--- src/rtl/relu_maxpool2_pkg.sv ---
// Shared constants for the conv -> relu_maxpool2 pipeline plus the requantiser.
// Optional feature macro: RELU_MAXPOOL_ROUND_EN (round half up instead of truncate).
package relu_maxpool2_pkg;

  localparam int IN_W    = 32'sd28;  // raster row stride, including wrap-around columns
  localparam int VALID_W = 32'sd26;  // kept columns per row
  localparam int VALID_H = 32'sd26;  // rows per frame
  localparam int DW_IN   = 32'sd32;  // signed conv sample width
  localparam int DW_OUT  = 32'sd16;  // signed output width
  localparam int SHIFT   = 32'sd12;  // requantisation right shift

  // Post-ReLU values are never negative, so one bit narrower than the input suffices.
  localparam int PW       = DW_IN - 32'sd1;
  localparam int CNT_W    = 32'sd5;
  localparam int IDX_W    = 32'sd4;
  localparam int LB_DEPTH = VALID_W / 32'sd2;

  localparam logic [CNT_W-1:0]  COL_LAST    = CNT_W'(IN_W - 32'sd1);
  localparam logic [CNT_W-1:0]  ROW_LAST    = CNT_W'(VALID_H - 32'sd1);
  localparam logic [CNT_W-1:0]  COL_KEEP    = CNT_W'(VALID_W);
  localparam logic [IDX_W-1:0]  LB_IDX_LAST = IDX_W'(LB_DEPTH - 32'sd1);

  // Largest positive DW_OUT-bit signed value.
  localparam logic [DW_OUT-1:0] SAT_LIMIT   = 16'h7FFF;
  localparam logic [DW_IN:0]    SAT_WIDE    = (DW_IN + 32'sd1)'(SAT_LIMIT);

`ifdef RELU_MAXPOOL_ROUND_EN
  localparam logic [DW_IN:0]    ROUND_ADD   = (DW_IN + 32'sd1)'(33'd1 << (SHIFT - 32'sd1));
`endif

  // Scale a non-negative pooled value down by SHIFT and saturate to the output range.
  // The sum is carried in DW_IN+1 bits so the rounding offset can never overflow.
  function automatic logic [DW_OUT-1:0] requant(input logic [PW-1:0] m);
    logic [DW_IN:0] sum;
    logic [DW_IN:0] q;
`ifdef RELU_MAXPOOL_ROUND_EN
    sum = {2'b00, m} + ROUND_ADD;
`else
    sum = {2'b00, m};
`endif
    q = sum >> SHIFT;
    if (q > SAT_WIDE) begin
      return SAT_LIMIT;
    end else begin
      return q[DW_OUT-1:0];
    end
  endfunction

endpackage

--- src/rtl/relu_maxpool2_linebuf.sv ---
// relu_pool_linebuf: holds one row of horizontal pair maxima between even and odd rows.
// Single write port, asynchronous read. Not reset: every entry is written on an even
// row before the following odd row reads it.
module relu_pool_linebuf
  import relu_maxpool2_pkg::*;
(
  input  logic             clk,
  input  logic             we_i,
  input  logic [IDX_W-1:0] waddr_i,
  input  logic [PW-1:0]    wdata_i,
  input  logic [IDX_W-1:0] raddr_i,
  output logic [PW-1:0]    rdata_o
);

  logic [PW-1:0] mem_q [LB_DEPTH];

  // Store the even-row pair maximum for its pooling column.
  always_ff @(posedge clk) begin
    if (we_i && (waddr_i <= LB_IDX_LAST)) begin
      mem_q[waddr_i] <= wdata_i;
    end
  end

  // Column indices past the last pool column (wrap-around columns) read as zero.
  assign rdata_o = (raddr_i <= LB_IDX_LAST) ? mem_q[raddr_i] : '0;

endmodule

--- src/rtl/relu_maxpool2.sv ---
// relu_maxpool2: drops wrap-around columns of the conv raster, applies ReLU, pools 2x2
// with stride 2 and requantises to 16-bit signed. One output per 2x2 window, raster order.
// Optional feature macro: RELU_MAXPOOL_ROUND_EN (see relu_maxpool2_pkg::requant).
module relu_maxpool2
  import relu_maxpool2_pkg::*;
(
  input  logic                     clk,
  input  logic                     rst,
  input  logic                     in_valid,
  input  logic signed [DW_IN-1:0]  data_in,
  output logic                     out_valid,
  output logic signed [DW_OUT-1:0] data_out,
  output logic                     frame_done
);

  logic [CNT_W-1:0]  col_q,  col_d;
  logic [CNT_W-1:0]  row_q,  row_d;
  logic [PW-1:0]     pair_q, pair_d;
  logic              ov_q,   ov_d;
  logic [DW_OUT-1:0] dout_q, dout_d;
  logic              fd_q,   fd_d;

  logic [PW-1:0]     relu_s;
  logic [PW-1:0]     h_s;
  logic [PW-1:0]     m_s;
  logic [PW-1:0]     lb_rd_s;
  logic              lb_we_s;
  logic              kept_s;

  relu_pool_linebuf u_linebuf (
    .clk     (clk),
    .we_i    (lb_we_s),
    .waddr_i (col_q[CNT_W-1:1]),
    .wdata_i (h_s),
    .raddr_i (col_q[CNT_W-1:1]),
    .rdata_o (lb_rd_s)
  );

  // Datapath and raster bookkeeping for the sample presented this cycle.
  always_comb begin
    relu_s  = data_in[DW_IN-1] ? '0 : data_in[PW-1:0];
    h_s     = (relu_s > pair_q) ? relu_s : pair_q;
    m_s     = (lb_rd_s > h_s) ? lb_rd_s : h_s;
    kept_s  = (col_q < COL_KEEP);

    col_d   = col_q;
    row_d   = row_q;
    pair_d  = pair_q;
    ov_d    = 1'b0;
    dout_d  = dout_q;
    fd_d    = 1'b0;
    lb_we_s = 1'b0;

    if (in_valid) begin
      if (col_q == COL_LAST) begin
        col_d = '0;
        row_d = (row_q == ROW_LAST) ? '0 : (row_q + 5'd1);
        fd_d  = (row_q == ROW_LAST);
      end else begin
        col_d = col_q + 5'd1;
        row_d = row_q;
      end

      if (kept_s) begin
        if (!col_q[0]) begin
          pair_d = relu_s;              // left half of the horizontal pair
        end else if (!row_q[0]) begin
          lb_we_s = 1'b1;               // top row of the window: park it
        end else begin
          ov_d   = 1'b1;                // bottom-right of the window: emit
          dout_d = requant(m_s);
        end
      end else begin
        pair_d = pair_q;                // wrap-around columns are consumed only
      end
    end else begin
      col_d = col_q;
      row_d = row_q;
    end
  end

  // State and output registers; reset clears counters and pulses immediately.
  always_ff @(posedge clk or posedge rst) begin
    if (rst) begin
      col_q  <= '0;
      row_q  <= '0;
      pair_q <= '0;
      ov_q   <= 1'b0;
      dout_q <= '0;
      fd_q   <= 1'b0;
    end else begin
      col_q  <= col_d;
      row_q  <= row_d;
      pair_q <= pair_d;
      ov_q   <= ov_d;
      dout_q <= dout_d;
      fd_q   <= fd_d;
    end
  end

  assign out_valid  = ov_q;
  assign data_out   = dout_q;
  assign frame_done = fd_q;

endmodule
--- config.mk ---
export PLATFORM = sky130hd
export DESIGN_NAME = relu_maxpool2
export DESIGN_NICKNAME = d
export VERILOG_FILES = /design/src/rtl/relu_maxpool2_pkg.sv /design/src/rtl/relu_maxpool2_linebuf.sv /design/src/rtl/relu_maxpool2.sv
export SDC_FILE = /design/constraint.sdc
export NUM_CORES = 1
export LEC_CHECK = 0
export ABC_AREA = 1
export BUFFER_PORTS_ARGS = -buffer_cell sky130_fd_sc_hd__buf_2
export CAP_MARGIN = 10
export CORE_MARGIN = 3
export CORE_UTILIZATION = 25
export CTS_BUF_LIST = sky130_fd_sc_hd__clkbuf_4 sky130_fd_sc_hd__clkbuf_8 sky130_fd_sc_hd__clkbuf_16
export CTS_CLUSTER_SIZE = 14
export DETAILED_ROUTE_END_ITERATION = 8
export MAX_ROUTING_LAYER = met4
export SETUP_SLACK_MARGIN = 0.1
export SLEW_MARGIN = 20
export SYNTH_ARGS = -nofsm -noshare
export SYNTH_HDL_FRONTEND = slang
export SYNTH_HIERARCHICAL = 1
export SYNTH_SLANG_ARGS = --single-unit
--- constraint.sdc ---
create_clock -name clk -period 5.6 [get_ports clk]
set_input_delay 1.12 -clock clk [delete_from_list [all_inputs] [get_ports clk]]
set_output_delay 1.12 -clock clk [all_outputs]
set_load 0.02 [all_outputs]
==> reports/qor_table.md <==
| Quantity | Value |
|---|---|
| Violation count after the first detailed-routing iteration | 1,405 |
| Time the final worst path needs with I/O delays and setup | 4.95 ns |
| Number of buffers added by the clock tree synthesis step | 50 |
| Area share of fa/ha/maj cells after synthesis | 3.28% |
| Hold crit path type | reg2reg |
| Post-CTS Hold Buffers | 0 |
| Number of clock sinks | 462 |
| Post-synth top area cell | sky130_fd_sc_hd__edfxtp_1 |
| Clock slew at the register clock pins of the worst setup and hold paths | 0.06 ns |
| CP dominant cell by count | sky130_fd_sc_hd__nand2_1 |
| Area contributors post-synth | sky130_fd_sc_hd__edfxtp_1, sky130_fd_sc_hd__nand2_1, sky130_fd_sc_hd__dfrtp_1 |
| Via/cell ratio | 4.51 |
| Post-CTS setup buffer count | 0 |
| Num rows | 106 |
| Ant. Diodes | 0 |
| WP buf/inv | 5 |
| Clock Latency Late Sink | 0.60 ns |
| Crit share post-route | 88.3% |
| HPWL reported at the end of detailed placement | 36,600 um |
| Number of cells on the worst hold path | 2 |
| Minimum setup slack after placement | 0.0479 ns |
| Port Buf Inserts | 52 |
| Kind of end point of the critical path | flop |
| Mux cell area share after synthesis | 0% |
| # DRC | 0 |
| Final setup violation count | 0 |
| Vias in the first global route | 14,400 |
| Compound-gate portion of the synthesized area | 5.46% |
| Fraction of final layout cells sized beyond drive strength 1 | 11.7% |
| Flop and latch count out of synthesis | 462 |
| Total power divided by cell area | 584 mW/mm2 |
| Post-route total power | 14.6 mW |
| Proportion of synthesized flip-flops having asynchronous set or reset | 12.8% |
| Starting Density | 25.4% |
| Worst reg2reg path depth | 25 |
| Total wire length after detailed routing | 59,800 um |
| Setup repair after global routing missed its margin | no |
| Vias | 15,345 |
| Endpoint required time on the critical path | 6.14 ns |
| Most instantiated flip-flop cell in the synthesis netlist | sky130_fd_sc_hd__edfxtp_1 |
| Maxcap violations | 0 |
| Average detailed-routed wire length per instance | 17.6 um |
| First-pass GRT wire length | 91,100 um |
| Number of resized instances in the post-cts repair step | 0 |
| H-tree depth | 2 |
| Filler Cell Count | 8,678 |
| Root buffer selected by CTS | sky130_fd_sc_hd__clkbuf_16 |
| Setup tns final | 0 ns |
| Largest incremental delay on the critical path | 0.34 ns |
| Gate family responsible for the most delay along the worst path | simple AND/OR/NAND/NOR gates |
| Post-synth cell types | 44 |
| Initial antenna violation count | 0 |
| Simple-gate area share of the yosys netlist | 20.8% |
| Overall track demand over capacity in global routing | 13.6% |
| Final GP Congestion | 0.868 |
| Type of origin of the critical path | input port |
| Slew @ Worst Pin | 0.997 ns |
| Number of cells produced by synthesis | 2,146 |
| Total gr overflow | 0 |
| Fraction of post-synthesis cell area in the top cell type by area | 56.7% |
| Horizontal die dimension | 298 um |
| Placed cells | 3,306 |
| Area growth from synthesis to layout | 17.4% |
| Slew Viols, Final | 0 |
| Largest vdd supply drop | 0.308 mV |
| Die height | 298 um |
| Number of top-level pins | 53 |
| Count of endpoints failing hold in the final timing report | 0 |
| EDFF count, synth | 403 |
| Post-Synthesis Net Count | 2,237 |
| Max-slew headroom | 33.4% |
| Clk buf depth | 3 |
| Clock tree from TritonCTS | yes |
| Count of yosys warnings during synthesis | 6 |
| Post-Synth XOR/XNOR Area | 0% |
| Synthesized cell area | 0.0214 mm2 |
| Worst setup path class | in2reg |
| Final Instance Count excl. Fillers | 3,400 |
| Maximum number of pins on one net before global-route repair | 88 |
| Result of the run | finished clean |
| Residual antenna-violating net count after detailed routing | 0 |
| Largest family of logic cells by synthesized area | simple AND/OR/NAND/NOR gates |
| Arrival time reported for the critical path endpoint | 5.48 ns |
| Final Worst Setup Slack | 0.655 ns |
| Area enclosed by the die boundary | 0.0890 mm2 |
| Post-Route Skew | 0.0208 ns |
| Crit path depth | 27 |
| Top achievable clock speed | 202 MHz |
| Final #Nets | 2,315 |
| First-pass detailed-route iteration total | 5 |
| Sequential cell area fraction in the yosys report | 63.6% |
| Total core area | 0.0841 mm2 |
| Biggest fanout along the worst timing path | 29 |
| Post-synthesis average cell area | 9.95 um2 |
| LEAKAGE | 10.1 nW |
| Worst-path cell with the longest stage delay | sky130_fd_sc_hd__ha_1 |
==> cells in the final DEF (no fill, tap or decap), types with 56 or more instances in the layout <==
master	n
sky130_fd_sc_hd__nand3_1	151
sky130_fd_sc_hd__edfxtp_1	403
sky130_fd_sc_hd__nor2_1	226
sky130_fd_sc_hd__buf_4	61
sky130_fd_sc_hd__a21oi_1	74
sky130_fd_sc_hd__nand2_1	554
sky130_fd_sc_hd__nand4_1	59
sky130_fd_sc_hd__o21ai_0	82
sky130_fd_sc_hd__dfrtp_1	56
sky130_fd_sc_hd__ha_1	56
sky130_fd_sc_hd__inv_1	250
==> metrics by stage <==
| stage | hold slack (ns) | utilization [%] | instance area (um2) |
|---|---|---|---|
| after detailed placement | 0.448 | 27.7 | 23300 |
| after CTS | 0.464 | 29.8 | 25100 |
| final | 0.470 | 29.8 | 25100 |
| after global placement | 0.445 | 27.7 | 23300 |
| after global routing | 0.494 | 29.8 | 25100 |
| after floorplan | 0.481 | - | 21400 |
==> path summary, 6_finish.rpt <==
path | startpoint | end | slack (ns)
max in group asynchronous | rst | col_q[2] | 4.28
worst min-delay path | data_out[15] | data_out[15] | 0.47
min in group asynchronous | rst | row_q[4] | 0.74
worst min register to register | data_out[15] | data_out[15] | 0.47
worst max register to register | pair_q[30] | data_out[14] | 1.22
worst max-delay path | data_in[31] | data_out[14] | 0.65
==> kinds of logic (layout without fill, tap and decap cells) <==
logic type | after synthesis | in the layout
simple gates | 1045 | 1045
flops | 462 | 462
buf+inv | 359 | 479
compound gates | 224 | 224
fa+ha+maj | 56 | 56
==> worst min-delay path, delay by kind of cell, from the launching register on <==
family	cells	cell delay, ns
buf+inv	1	0.05
flops	1	0.34
simple gates	1	0.05
==> area by class of cell <==
cell class,instances,area [um2],share of cell area (%)
flip-flops and latches,462,13600,54.2
clock inverters,23,312,1.24
multi-input cells,1325,6430,25.6
repair buffers,120,858,3.42
inverters,265,1010,4.02
clock buffers,71,1460,5.81
well taps,1134,1420,5.66
==> Yosys cell counts (2+ instances only) <==
cell and instances:
sky130_fd_sc_hd__ha_1 56, sky130_fd_sc_hd__clkbuf_1 40, sky130_fd_sc_hd__nand4_1 59, sky130_fd_sc_hd__o21ai_0 86, sky130_fd_sc_hd__o211ai_1 2, sky130_fd_sc_hd__nand2_4 6
sky130_fd_sc_hd__o21ai_1 46, sky130_fd_sc_hd__a21oi_2 2, sky130_fd_sc_hd__buf_4 7, sky130_fd_sc_hd__dfrtp_1 59, sky130_fd_sc_hd__a211oi_1 3, sky130_fd_sc_hd__buf_2 34
sky130_fd_sc_hd__nor2_1 241, sky130_fd_sc_hd__buf_6 5, sky130_fd_sc_hd__o21a_1 3, sky130_fd_sc_hd__a21o_1 2, sky130_fd_sc_hd__edfxtp_1 403, sky130_fd_sc_hd__a31oi_1 3
sky130_fd_sc_hd__a21oi_1 74, sky130_fd_sc_hd__nor2_4 4, sky130_fd_sc_hd__inv_6 2, sky130_fd_sc_hd__inv_2 12, sky130_fd_sc_hd__nand2_2 3, sky130_fd_sc_hd__nor4_1 3
sky130_fd_sc_hd__nand3b_1 2, sky130_fd_sc_hd__or2_2 2, sky130_fd_sc_hd__nand2_1 554, sky130_fd_sc_hd__nor3_1 10, sky130_fd_sc_hd__buf_1 8, sky130_fd_sc_hd__inv_1 251
sky130_fd_sc_hd__nand3_1 151
==> report_power, final <==
part           internal, mW  total, mW  switching (mW)
registers              4.55       4.74           0.192
clock network          2.11       3.49            1.38
logic                  1.85       6.41            4.56
total                  8.50       14.6            6.14
==> state kept, by name, indices dropped and copies added, names as in the netlist <==
signal           cells
row_q                5
u_linebuf/mem_q    403
out_valid            1
data_out            16
frame_done           1
pair_q              31
col_q                5
==> per-layer routing <==
metal / track usage [%] / wire, um
met5: - / 0
met4: 3.50 / 1270
met2: 21.5 / 28000
met3: 1.99 / 3550
met1: 18.4 / 27100
Power figures use the tool's default switching activity.
